[config.mk]
export PLATFORM = sky130hd
export DESIGN_NAME = lcd_spi_writer_flat
export DESIGN_NICKNAME = d
export VERILOG_FILES = /design/src/rtl/lcd_spi_writer_if.sv /design/src/rtl/lcd_spi_writer.sv /design/src/flat_wrapper.sv
export SDC_FILE = /design/constraint.sdc
export NUM_CORES = 1
export LEC_CHECK = 0
export ABC_AREA = 1
export CAP_MARGIN = 20
export CELL_PAD_IN_SITES_DETAIL_PLACEMENT = 1
export CELL_PAD_IN_SITES_GLOBAL_PLACEMENT = 1
export CORE_MARGIN = 2
export CORE_UTILIZATION = 43
export DETAILED_ROUTE_END_ITERATION = 10
export GPL_ROUTABILITY_DRIVEN = 0
export PLACE_DENSITY = 0.83
export SETUP_SLACK_MARGIN = 0.4
export SLEW_MARGIN = 30
export SYNTH_ARGS = -nofsm -noshare
export SYNTH_HDL_FRONTEND = slang
export SYNTH_SLANG_ARGS = --single-unit
[constraint.sdc]
create_clock -name sys_clk_50MHz -period 3.92 [get_ports sys_clk_50MHz]
set_clock_uncertainty 0.2 [all_clocks]
set_input_delay 0.784 -clock sys_clk_50MHz [delete_from_list [all_inputs] [get_ports sys_clk_50MHz]]
set_output_delay 0.784 -clock sys_clk_50MHz [all_outputs]
set_load 0.05 [all_outputs]
[src/rtl/lcd_spi_writer_if.sv]
// lcd_spi_writer_if: request handshake and 4-wire LCD SPI bus.
// master = word source side, slave = the serialiser.
interface lcd_spi_writer_if;
    logic [8:0] data;
    logic       en_write;
    logic       wr_done;
    logic       busy;
    logic       cs;
    logic       dc;
    logic       sclk;
    logic       mosi;

    modport master (
        output data, en_write,
        input  wr_done, busy, cs, dc, sclk, mosi
    );

    modport slave (
        input  data, en_write,
        output wr_done, busy, cs, dc, sclk, mosi
    );
endinterface

[src/rtl/lcd_spi_writer.sv]
// lcd_spi_writer: 9-bit LCD word to 4-wire SPI (mode 0), MSB first.
// Define LCD_WR_FIFO_EN for a 4-deep input FIFO in front of the FSM.
module lcd_spi_writer #(
    parameter int CLK_DIV = 2
) (
    input  logic            sys_clk_50MHz,
    input  logic            sys_rst_n,
    lcd_spi_writer_if.slave bus
);
    typedef enum logic [2:0] {
        IDLE, SETUP, SHIFT_HI, SHIFT_LO, HOLD, DONE
    } state_t;

    state_t     state;
    logic [7:0] div;
    logic [2:0] bit_cnt;
    logic [6:0] shreg;
    logic       cs_q;
    logic       dc_q;
    logic       sclk_q;
    logic       mosi_q;
    logic       done_q;
    logic       last;
    logic       go;
    logic [8:0] word;

    assign last = (div == 8'(CLK_DIV - 1));

`ifdef LCD_WR_FIFO_EN
    logic [8:0] mem [4];
    logic [1:0] wr_ptr;
    logic [1:0] rd_ptr;
    logic [2:0] count;
    logic       push;

    assign push     = bus.en_write && (count != 3'd4);
    assign go       = (state == IDLE) && (count != 3'd0);
    assign word     = mem[rd_ptr];
    assign bus.busy = (count == 3'd4);

    // Push and pop in one cycle are both honoured; count nets them.
    always_ff @(posedge sys_clk_50MHz or negedge sys_rst_n) begin
        if (!sys_rst_n) begin
            for (int i = 0; i < 4; i++) mem[i] <= '0;
            wr_ptr <= '0;
            rd_ptr <= '0;
            count  <= '0;
        end else begin
            if (push) begin
                mem[wr_ptr] <= bus.data;
                wr_ptr      <= wr_ptr + 2'd1;
            end
            if (go) rd_ptr <= rd_ptr + 2'd1;
            count <= count + {2'b00, push} - {2'b00, go};
        end
    end
`else
    assign go       = (state == IDLE) && bus.en_write;
    assign word     = bus.data;
    assign bus.busy = (state != IDLE);
`endif

    always_ff @(posedge sys_clk_50MHz or negedge sys_rst_n) begin
        if (!sys_rst_n) begin
            state   <= IDLE;
            div     <= '0;
            bit_cnt <= '0;
            shreg   <= '0;
            cs_q    <= 1'b1;
            dc_q    <= 1'b0;
            sclk_q  <= 1'b0;
            mosi_q  <= 1'b0;
            done_q  <= 1'b0;
        end else begin
            done_q <= 1'b0;
            div    <= last ? 8'd0 : div + 8'd1;
            unique case (state)
                IDLE: begin
                    div <= 8'd0;
                    if (go) begin
                        state   <= SETUP;
                        shreg   <= word[6:0];
                        dc_q    <= word[8];
                        mosi_q  <= word[7];
                        cs_q    <= 1'b0;
                        bit_cnt <= 3'd7;
                    end
                end
                SETUP: begin
                    if (last) begin
                        state  <= SHIFT_HI;
                        sclk_q <= 1'b1;
                    end
                end
                SHIFT_HI: begin
                    if (last) begin
                        sclk_q <= 1'b0;
                        if (bit_cnt == 3'd0) begin
                            state <= HOLD;
                        end else begin
                            // mosi moves on the falling edge only
                            state   <= SHIFT_LO;
                            mosi_q  <= shreg[6];
                            shreg   <= {shreg[5:0], 1'b0};
                            bit_cnt <= bit_cnt - 3'd1;
                        end
                    end
                end
                SHIFT_LO: begin
                    if (last) begin
                        state  <= SHIFT_HI;
                        sclk_q <= 1'b1;
                    end
                end
                HOLD: begin
                    if (last) begin
                        state  <= DONE;
                        cs_q   <= 1'b1;
                        done_q <= 1'b1;
                    end
                end
                DONE: begin
                    state <= IDLE;
                    div   <= 8'd0;
                end
                default: state <= IDLE;
            endcase
        end
    end

    assign bus.cs      = cs_q;
    assign bus.dc      = dc_q;
    assign bus.sclk    = sclk_q;
    assign bus.mosi    = mosi_q;
    assign bus.wr_done = done_q;
endmodule

[src/flat_wrapper.sv]
// flat-port wrapper written by rule: the top's interface ports become plain ports
module lcd_spi_writer_flat 
#(
    parameter int CLK_DIV = 2
)
  (sys_clk_50MHz, sys_rst_n, bus_data, bus_en_write, bus_wr_done, bus_busy, bus_cs, bus_dc, bus_sclk, bus_mosi);
  lcd_spi_writer_if bus_i ();
  input  logic sys_clk_50MHz;
  input  logic sys_rst_n;
  input wire logic [$bits(bus_i.data)-1:0] bus_data;
  input wire logic [$bits(bus_i.en_write)-1:0] bus_en_write;
  output wire logic [$bits(bus_i.wr_done)-1:0] bus_wr_done;
  output wire logic [$bits(bus_i.busy)-1:0] bus_busy;
  output wire logic [$bits(bus_i.cs)-1:0] bus_cs;
  output wire logic [$bits(bus_i.dc)-1:0] bus_dc;
  output wire logic [$bits(bus_i.sclk)-1:0] bus_sclk;
  output wire logic [$bits(bus_i.mosi)-1:0] bus_mosi;
  assign bus_i.data = bus_data;
  assign bus_i.en_write = bus_en_write;
  assign bus_wr_done = bus_i.wr_done;
  assign bus_busy = bus_i.busy;
  assign bus_cs = bus_i.cs;
  assign bus_dc = bus_i.dc;
  assign bus_sclk = bus_i.sclk;
  assign bus_mosi = bus_i.mosi;
  lcd_spi_writer #(.CLK_DIV(CLK_DIV)) u_core (.sys_clk_50MHz(sys_clk_50MHz), .sys_rst_n(sys_rst_n), .bus(bus_i));
endmodule
==> results of run 1 <==
## synth_stat cells, drive strengths merged
library cell	count
a21oi	1
nor2	17
inv	17
nor3	1
xnor2	1
nor3b	1
nand3	14
o21ai	10
dfrtp	25
clkinv	1
buf	5
ha	4
or2	1
xor2	1
o21bai	2
dfstp	1
nand2	68
nand4	15
## worst min path at each step
stage | startpoint | to | slack, ns | cells after the start
6_report | u_core.bus.mosi | u_core.bus.mosi | 0.30 | 2
3_3_place_gp | u_core.bus.mosi | u_core.bus.mosi | 0.25 | 2
3_5_place_dp | u_core.shreg[0] | u_core.shreg[0] | 0.26 | 2
4_1_cts | u_core.shreg[0] | u_core.shreg[0] | 0.30 | 2
2_1_floorplan | u_core.bit_cnt[1] | u_core.bit_cnt[1] | 0.24 | 2
5_1_grt | u_core.shreg[2] | u_core.shreg[2] | 0.33 | 2
## metrics by stage
step	hold WS (ns)	power, mW	setup slack (ns)	instances
floorplan	0.2419	0.9985	1.990	185
global placement	0.2535	1.121	1.177	242
detailed placement	0.2629	1.170	1.124	242
CTS	0.2986	1.315	0.7297	246
global route	0.3302	1.424	0.5917	246
finish	0.3028	1.308	0.7126	246
## registers in the layout (all words and copies together) (netlist names)
name                cells
u_core.div              8
u_core.bus.sclk         1
u_core.bit_cnt          3
u_core.bus.cs           1
u_core.bus.mosi         1
u_core.state            3
u_core.bus.wr_done      1
u_core.bus.dc           1
u_core.shreg            7
## cell type report
type | instances | area share (%)
inverters | 18 | 4.358
well taps | 44 | 3.306
flip-flops and latches | 26 | 39.14
repair buffers | 18 | 10.67
clock buffers | 4 | 2.179
multi-input cells | 136 | 40.35
## metal layers
layer	vias up	wire length, um	track usage (%)
met3	5	105	3.520
met5	-	0	0
met4	0	35	6.079
met1	629	1637	27.79
li1	632	-	-
met2	21	1774	35.79
## cells by family (layout without fill, tap and decap cells)
family | count (synthesis) | after routing
simple gates | 117 | 117
flops | 26 | 26
buf+inv | 23 | 40
compound gates | 13 | 13
fa+ha+maj | 4 | 4
xor+xnor | 2 | 2
## power groups by stage
| stage | clock network (mW) | registers [mW] | logic [mW] |
|---|---|---|---|
| global placement | 0 | 0.444 | 0.677 |
| CTS | 0.143 | 0.444 | 0.728 |
| detailed placement | 0 | 0.450 | 0.720 |
| floorplan | 0 | 0.475 | 0.524 |
| global route | 0.157 | 0.458 | 0.808 |
| finish | 0.143 | 0.443 | 0.722 |
## worst max-delay path, delay by kind of cell, from the launching register on
family                 cells  cell delay (ns)
buffers and inverters      3             1.07
DFF                        1             0.62
and+or+nand+nor            2             0.17
==> qor.tcl, run 1 <==
set qor(chipWidth_um) 61.72
set qor(timing.setup.tns_ns) 0
set qor(design.final.nets) 219
set qor(ant_nets) 0
set qor(seq_area_um2) 651.9
set qor(worst-slew-pin-transition_ns) 0.6182
set qor(row_count) 20
set qor(pwr_density_cell_nw_per_um2) 785.4
set qor(cts_htree_levels) 1
set qor(routedWlPerCell_um) 14.44
set qor(worstSetupPathType) {reg2out}
set qor(timing_max_transition_violations_final) 0
set qor(grt_overflow) 0
set qor(tritoncts_clock_tree) {built}
set qor(clock_tree.buffer_depth) 2
set qor(critical_path_top_delay_cell) {clkdlybuf4s50_1}
set qor(crit_path_end) {bus_busy}
set qor(layout.cells.most_common) {nand2_1}
set qor(dominant_combinational_cell_family_by_area_after_synthesis) {simple AND/OR/NAND/NOR gates}
set qor(first_iter_violations) 41
set qor(insertion_delay_ns) 0.34
set qor(finalHoldViolCount) 0
set qor(area_used_by_multi_input_combinational_logic_um2) 671.9
set qor(internal_power_mw) 0.6512
set qor(synth_compound_gate_area_share_pct) 4.891
set qor(synth.yosys.warnings) 0
set qor(synth_register_bits) 26
set qor(first_global_vias) 1327
set qor(holdCritPathClass) {reg2reg}
set qor(leak_pwr_nw) 0.8610
set qor(cp-startpoint) {u_core.state[1]}
set qor(synth_cells) 185
set qor(clk_root_buffer_cell) {clkbuf_4}
set qor(remaining_drc_errors) 0
set qor(dpl_cell_area_um2) 1629
set qor(final.min_clock_period_ns) 3.207
set qor(finalWirelength_um) 3552
set qor(antenna-diode-count) 0
set qor(initial_core_util_pct) 46.17
set qor(timing.critical_path.from_type) {flop}
set qor(pwr-share-seq_pct) 33.9
set qor(share_of_the_yosys_chip_area_belonging_to_registers_pct) 45.50
set qor(cts.reportedPaths.clkPinSlew_ns) 0.16
set qor(cts_made_buffers) 3
set qor(route.vias.total) 1287
set qor(cts_setup_buffers) 0
set qor(synth.lib_cells_used.distinct) 25
set qor(syn_nets) 201
set qor(avgViaCountPerCell) 5.232
set qor(placeableCoreArea_um2) 3103
set qor(crit_path_frequent_cell) {inv_1}
set qor(die-area_um2) 3809
set qor(synth_fa_ha_area_share_pct) 3.493
set qor(worst_r2r_path_depth) 7
set qor(cts_num_sinks) 26
set qor(grt_antenna_before_repair) 0
set qor(flow.area_growth_from_synthesis_pct) 16.24
set qor(switching_share_pct) 50.21
set qor(port_buffers) 17
set qor(setup_violations) 0
set qor(max_freq_ghz) 0.3118
set qor(grt_setup_unrepaired) {false}
set qor(non_filler_cell_area_final_um2) 1665
set qor(vdd.ir_drop.worst_mv) 0.3300
set qor(r2r_setup_slack_ns) 1.64
set qor(crit_chain) {inv_1 -> nand2_1 -> nor2_2 -> inv_1 -> clkdlybuf4s50_1}
set qor(max_cap_violations) 0
set qor(post_synth_xor_area_fraction_pct) 1.223
set qor(regToRegEndpoint) {u_core.bit_cnt[2]}
set qor(synth.largest_area_cell) {dfrtp_1}
set qor(power.net_switching_mw) 0.6567
set qor(path_max_fanout) 12
set qor(die_h_um) 61.72
set qor(arrival_time_worst_endpoint_ns) 2.22
set qor(grt_max_degree) 27
set qor(syn_area_um2) 1433
set qor(synthesis.area_per_instance_um2) 7.744
set qor(global_route_wire_length_before_repair_um) 5871
set qor(power_frac_clock_pct) 10.9
set qor(critical_path_required_ns) 2.94
set qor(hpwl_um) 2581
set qor(setup.worst_path.end_class) {primary output}
set qor(final.period_utilization_pct) 81.82
set qor(rr_startpoint) {u_core.state[1]}
set qor(netlist_top_cells_area) {dfrtp_1, nand2_1, nand4_1}
set qor(run_status) {finished clean}
set qor(track_usage_pct) 21.10
set qor(relSlewSlack_pct) 58.69
set qor(detail_route.first_pass.iterations) 4
set qor(synth.mux.area_fraction_pct) 0
set qor(fillerInstances) 416
set qor(comb_power_share_pct) 55.2
set qor(fin_util_pct) 53.67
set qor(slowest_delay_ns) 0.82
set qor(cts_hold_buf) 0
set qor(post_synthesis_share_of_cell_area_spent_on_and_or_nand_and_nor_gates_pct) 37.29
set qor(drive_above_1_share_pct) 6.931
set qor(ios) 18
set qor(synthDominantCellAreaShare_pct) 43.67
set qor(cts_resized) 0
set qor(layout_common_cells) {nand2_1, dfrtp_1, inv_1, clkdlybuf4s50_1}
No activity file was read; power rests on OpenSTA's default activity.
==> run 2: changes to the inputs <==
Settings changed: CORE_UTILIZATION 43 to 36, PLACE_DENSITY 0.83 to 0.74.
Clock period 3.92 ns to 2.7 ns, I/O delays scaled along.
==> qor.tcl, run 2 (same netlist as run 1, synthesis figures left out) <==
set qor(count_of_buffering_cells_on_the_critical_path_with_inverters_included) 3
set qor(chipWidth_um) 67.09
set qor(cts.reportedPaths.clkPinSlew_ns) 0.10
set qor(relSlewSlack_pct) 65.22
set qor(regMostFlops) {u_core.div}
set qor(critical_hold_path_startpoint) {u_core.bit_cnt[1]}
set qor(die_h_um) 67.09
set qor(track_usage_pct) 17.75
set qor(max_cap_violations) 0
set qor(comb_power_share_pct) 51.4
set qor(clock_tree.buffer_depth) 2
set qor(cts_hold_buf) 0
set qor(layout.cells.most_common) {nand2_1}
set qor(arrival_time_worst_endpoint_ns) 1.46
set qor(leak_pwr_nw) 0.8841
set qor(first_global_vias) 1321
set qor(clk_root_buffer_cell) {clkbuf_8}
set qor(first_iter_violations) 57
set qor(final.period_utilization_pct) 81.51
set qor(route.vias.total) 1271
set qor(grt_max_degree) 17
set qor(cts_made_buffers) 3
set qor(vdd.ir_drop.worst_mv) 0.5619
set qor(cts_setup_buffers) 0
set qor(rr_startpoint) {u_core.state[1]}
set qor(timing.hold.ws_ns) 0.2782
set qor(antenna-diode-count) 0
set qor(finalHoldViolCount) 0
set qor(cts_resized) 2
set qor(max_freq_ghz) 0.4544
set qor(switching_share_pct) 47.03
set qor(pwr_density_cell_nw_per_um2) 1176
set qor(routedWlPerCell_um) 13.71
set qor(setup.worst_path.end_class) {primary output}
set qor(fin_util_pct) 45.69
set qor(finalWirelength_um) 3441
set qor(flow.area_growth_from_synthesis_pct) 19.39
set qor(ios) 18
set qor(crit_chain) {inv_1 -> nand2_1 -> nor2_2 -> inv_1 -> buf_4}
set qor(largest_register_ff_count) 8
set qor(critical_path_top_delay_cell) {dfrtp_2}
set qor(tritoncts_clock_tree) {built}
set qor(drive_above_1_share_pct) 8.374
set qor(grt_overflow) 0
set qor(holdCritPathClass) {reg2reg}
set qor(initial_core_util_pct) 38.27
set qor(ant_nets) 0
set qor(critical_path_required_ns) 1.96
set qor(cp-startpoint) {u_core.state[1]}
set qor(power_mw) 2.011
set qor(insertion_delay_ns) 0.27
set qor(power.net_switching_mw) 0.9458
set qor(worst-slew-pin-transition_ns) 0.5201
set qor(grt_antenna_before_repair) 0
set qor(cts_num_sinks) 26
set qor(path_max_fanout) 12
set qor(pwr-share-seq_pct) 32.4
set qor(biggestRegsByFlops) {u_core.div x8, u_core.shreg x7}
set qor(port_buffers) 17
set qor(power_frac_clock_pct) 16.2
set qor(detail_route.first_pass.iterations) 4
set qor(timing_max_transition_violations_final) 0
set qor(crit_path_frequent_cell) {inv_1}
set qor(avgViaCountPerCell) 5.064
set qor(design.final.nets) 220
set qor(row_count) 22
set qor(layout_common_cells) {nand2_1, dfrtp_1, inv_1}
set qor(worstSetupPathType) {reg2out}
set qor(cts_htree_levels) 1
set qor(slowest_delay_ns) 0.52
set qor(grt_setup_unrepaired) {false}
set qor(timing.setup.tns_ns) 0
set qor(setup_violations) 0
set qor(hpwl_um) 2537
set qor(run_status) {finished clean}
set qor(placeableCoreArea_um2) 3744
set qor(final.min_clock_period_ns) 2.201
set qor(remaining_drc_errors) 0
set qor(global_route_wire_length_before_repair_um) 6030
set qor(internal_power_mw) 1.065
set qor(timing.critical_path.from_type) {flop}
set qor(timing.critical_path.max_delay_family) {flip-flops}
set qor(die-area_um2) 4500
## run 2: changes by cell type in the layout (fill, tap and decap cells not counted), moves of 2 or more
| cell | before | now |
|---|---|---|
| buf_4 | 1 | 3 |
| clkdlybuf4s50_1 | 17 | 15 |
| clkbuf_4 | 3 | 0 |
| clkbuf_8 | 1 | 3 |
## run 2: path summary, 6_finish.rpt
kind                            slack, ns  cells past startpoint                  to
worst max-delay path                 0.50                      5            bus_busy
worst min-delay path                 0.28                      2   u_core.bit_cnt[1]
worst max register to register       0.70                      8     u_core.shreg[2]
worst min register to register       0.28                      2   u_core.bit_cnt[1]
max in group asynchronous            1.28                      2     u_core.shreg[5]
min in group asynchronous            0.40                      1  u_core.bus.wr_done
## run 2: per-layer routing
metal  global-route usage, %  share of wire (%)
met1                   22.89                 47
met2                   29.46                 48
met3                   4.054                3.2
met4                   5.102               0.96
met5                       0                  0
## run 2: power groups by stage
stage	Clock [mW]	Combinational [mW]	Sequential [mW]
after floorplan	0	0.760	0.689
after global routing	0.352	1.18	0.671
final	0.325	1.03	0.651
after CTS	0.334	1.06	0.650
after global placement	0	1.00	0.646
after detailed placement	0	1.04	0.655
## run 2: tightest hold or removal path: stages, from the launching register on
cell and delay, ns:
dfrtp_1 0.35, nand2_1 0.05, nand2_1 0.05
## run 2: through the flow
stage | setup WS, ns | instances | area, um2
final | 0.4991 | 251 | 1710
after global routing | 0.4057 | 251 | 1710
after CTS | 0.5045 | 251 | 1710
after detailed placement | 0.6450 | 247 | 1639
after global placement | 0.6655 | 247 | 1639
after floorplan | 0.9938 | 185 | 1433
## run 2: layout make-up
| type | instances | area, um2 |
|---|---|---|
| clock inverters | 1 | 30.03 |
| clock buffers | 3 | 41.29 |
| inverters | 18 | 72.57 |
| repair buffers | 19 | 181.4 |
| flip-flops and latches | 26 | 653.1 |
| fillers | 477 | 2033 |
| multi-input cells | 136 | 671.9 |
| well taps | 48 | 60.06 |
==> run 3: changes to the inputs <==
Clock period 2.7 ns to 2 ns, I/O delays scaled along.
==> qor.tcl, run 3 (same netlist as run 1, synthesis figures left out) <==
set qor(run_status) {finished clean}
set qor(power_mw) 3.923
set qor(holdCritPathClass) {in2async}
set qor(design.final.nets) 254
set qor(regMostFlops) {u_core.div}
set qor(final.period_utilization_pct) 89.77
set qor(timing_max_transition_violations_final) 0
set qor(flow.area_growth_from_synthesis_pct) 55.28
set qor(grt_max_degree) 27
set qor(worstSetupPathType) {reg2reg}
set qor(finalHoldViolCount) 0
set qor(setup.worst_path.end_class) {flop}
set qor(placeableCoreArea_um2) 3744
set qor(track_usage_pct) 24.18
set qor(largest_register_ff_count) 8
set qor(r2r_setup_slack_ns) 0.20
set qor(path_max_fanout) 7
set qor(timing.setup.tns_ns) 0
set qor(cts_made_buffers) 3
set qor(grtUsageMet3_pct) 3.041
set qor(pwr_density_cell_nw_per_um2) 1763
set qor(pwr-share-seq_pct) 22.1
set qor(max_cap_violations) 0
set qor(die_h_um) 67.09
set qor(fillerInstances) 438
set qor(ios) 18
set qor(slowest_delay_ns) 0.42
set qor(cts.reportedPaths.clkPinSlew_ns) 0.10
set qor(switching_share_pct) 49.10
set qor(power.net_switching_mw) 1.926
set qor(cts_num_sinks) 26
set qor(max_freq_ghz) 0.5570
set qor(rr_startpoint) {u_core.state[0]}
set qor(hpwl_um) 2655
set qor(critical_path_required_ns) 2.02
set qor(worst-slew-pin-transition_ns) 0.3669
set qor(relSlewSlack_pct) 75.54
set qor(insertion_delay_ns) 0.28
set qor(crit_chain) {buf_4 -> nor2_4 -> buf_6 -> buf_6 -> nand3_1 -> nand2_1 -> nand4_1 -> nand2_1}
set qor(antenna-diode-count) 0
set qor(cts_htree_levels) 1
set qor(seq_area_um2) 653.1
set qor(comb_power_share_pct) 69.6
set qor(setup_violations) 0
set qor(grt_setup_unrepaired) {true}
set qor(tritoncts_clock_tree) {built}
set qor(initial_core_util_pct) 38.27
set qor(final.min_clock_period_ns) 1.795
set qor(area_used_by_multi_input_combinational_logic_um2) 870.8
set qor(count_of_buffering_cells_on_the_critical_path_with_inverters_included) 3
set qor(timing.critical_path.from_type) {flop}
set qor(layout.cells.most_common) {nand2_1}
set qor(grt.busiest_layer) {met2}
set qor(route.vias.total) 1566
set qor(chipWidth_um) 67.09
set qor(layout_common_cells) {nand2_1, buf_4, dfrtp_1}
set qor(fin_util_pct) 59.43
set qor(arrival_time_worst_endpoint_ns) 1.82
set qor(internal_power_mw) 1.997
set qor(first_iter_violations) 120
set qor(avgViaCountPerCell) 5.495
set qor(grtUsageMet1_pct) 31.01
set qor(ant_nets) 0
set qor(timing.critical_path.max_delay_family) {simple AND/OR/NAND/NOR gates}
set qor(non_filler_cell_area_final_um2) 2225
set qor(finalWirelength_um) 5741
set qor(global_route_wire_length_before_repair_um) 7962
set qor(cp-startpoint) {u_core.state[0]}
set qor(grt_antenna_before_repair) 0
set qor(port_buffers) 17
set qor(leak_pwr_nw) 1.109
set qor(clock_tree.buffer_depth) 2
set qor(remaining_drc_errors) 0
set qor(critical_path_top_delay_cell) {dfrtp_1}
set qor(first_global_vias) 1521
set qor(dpl_cell_area_um2) 1682
set qor(row_count) 22
set qor(clk_root_buffer_cell) {clkbuf_8}
set qor(detail_route.first_pass.iterations) 4
set qor(routedWlPerCell_um) 20.14
set qor(grt_overflow) 0
set qor(vdd.ir_drop.worst_mv) 0.7240
set qor(worst_r2r_path_depth) 8
set qor(die-area_um2) 4500
set qor(regToRegEndpoint) {u_core.shreg[5]}
set qor(biggestRegsByFlops) {u_core.div x8, u_core.shreg x7}
set qor(drive_above_1_share_pct) 36.29
set qor(grt_use_met2_pct) 41.83
set qor(power_frac_clock_pct) 8.3
## run 3: cell count changes in the layout (fill, tap and decap cells not counted), sizes merged
| cell | change |
|---|---|
| clkdlybuf4s50 | -4 |
| bufinv | -1 |
| clkbuf | +1 |
| nand3 | +1 |
| buf | +38 |
| dlygate4sd2 | -1 |
## run 3: how the worst max path moves through the flow
stage,slack (ns),end,cells past startpoint
2_1_floorplan,0.29,u_core.bus.mosi,9
6_report,0.20,u_core.shreg[5],8
3_5_place_dp,0.22,u_core.shreg[2],6
3_3_place_gp,0.26,u_core.state[1],7
4_1_cts,0.26,bus_busy,5
5_1_grt,0.13,u_core.shreg[4],10
## run 3: area by class of cell
| type | count | area share, % |
|---|---|---|
| multi-input combinational | 137 | 39.15 |
| sequential | 26 | 29.36 |
| timing repair buffer | 52 | 23.06 |
| inverter | 18 | 3.712 |
| tap | 48 | 2.700 |
| clock buffer | 4 | 2.025 |
## run 3: stage by stage
step / worst slack, ns / hold slack, ns / std cells
2_1_floorplan: 0.2938 / -0.09559 / 185
4_1_cts: 0.2556 / 0.2899 / 273
6_report: 0.2046 / 0.2950 / 285
3_3_place_gp: 0.2577 / 0.2568 / 251
5_1_grt: 0.1341 / 0.3190 / 285
3_5_place_dp: 0.2202 / 0.2621 / 251
## run 3: power by group through the flow
stage | logic, mW | clock network (mW) | registers [mW]
6_report | 2.73 | 0.325 | 0.868
5_1_grt | 2.92 | 0.355 | 0.885
3_3_place_gp | 1.47 | 0 | 0.848
3_5_place_dp | 1.55 | 0 | 0.861
4_1_cts | 2.15 | 0.317 | 0.843
2_1_floorplan | 1.03 | 0 | 0.931
## run 3: timing repair
item | 4_1_cts | 5_1_grt
cloned | 3 | 0
pin swaps | 7 | 14
setup endpoints to repair | 21 | 26
gates resized for setup | 31 | 36
buffers inserted | 15 | 12
hold buffers | 0 | 0
## run 3: metal layers
metal | routed length (um) | vias up
met5 | 0 | -
li1 | - | 704
met3 | 236 | 15
met4 | 167 | 0
met2 | 2950 | 46
met1 | 2387 | 801
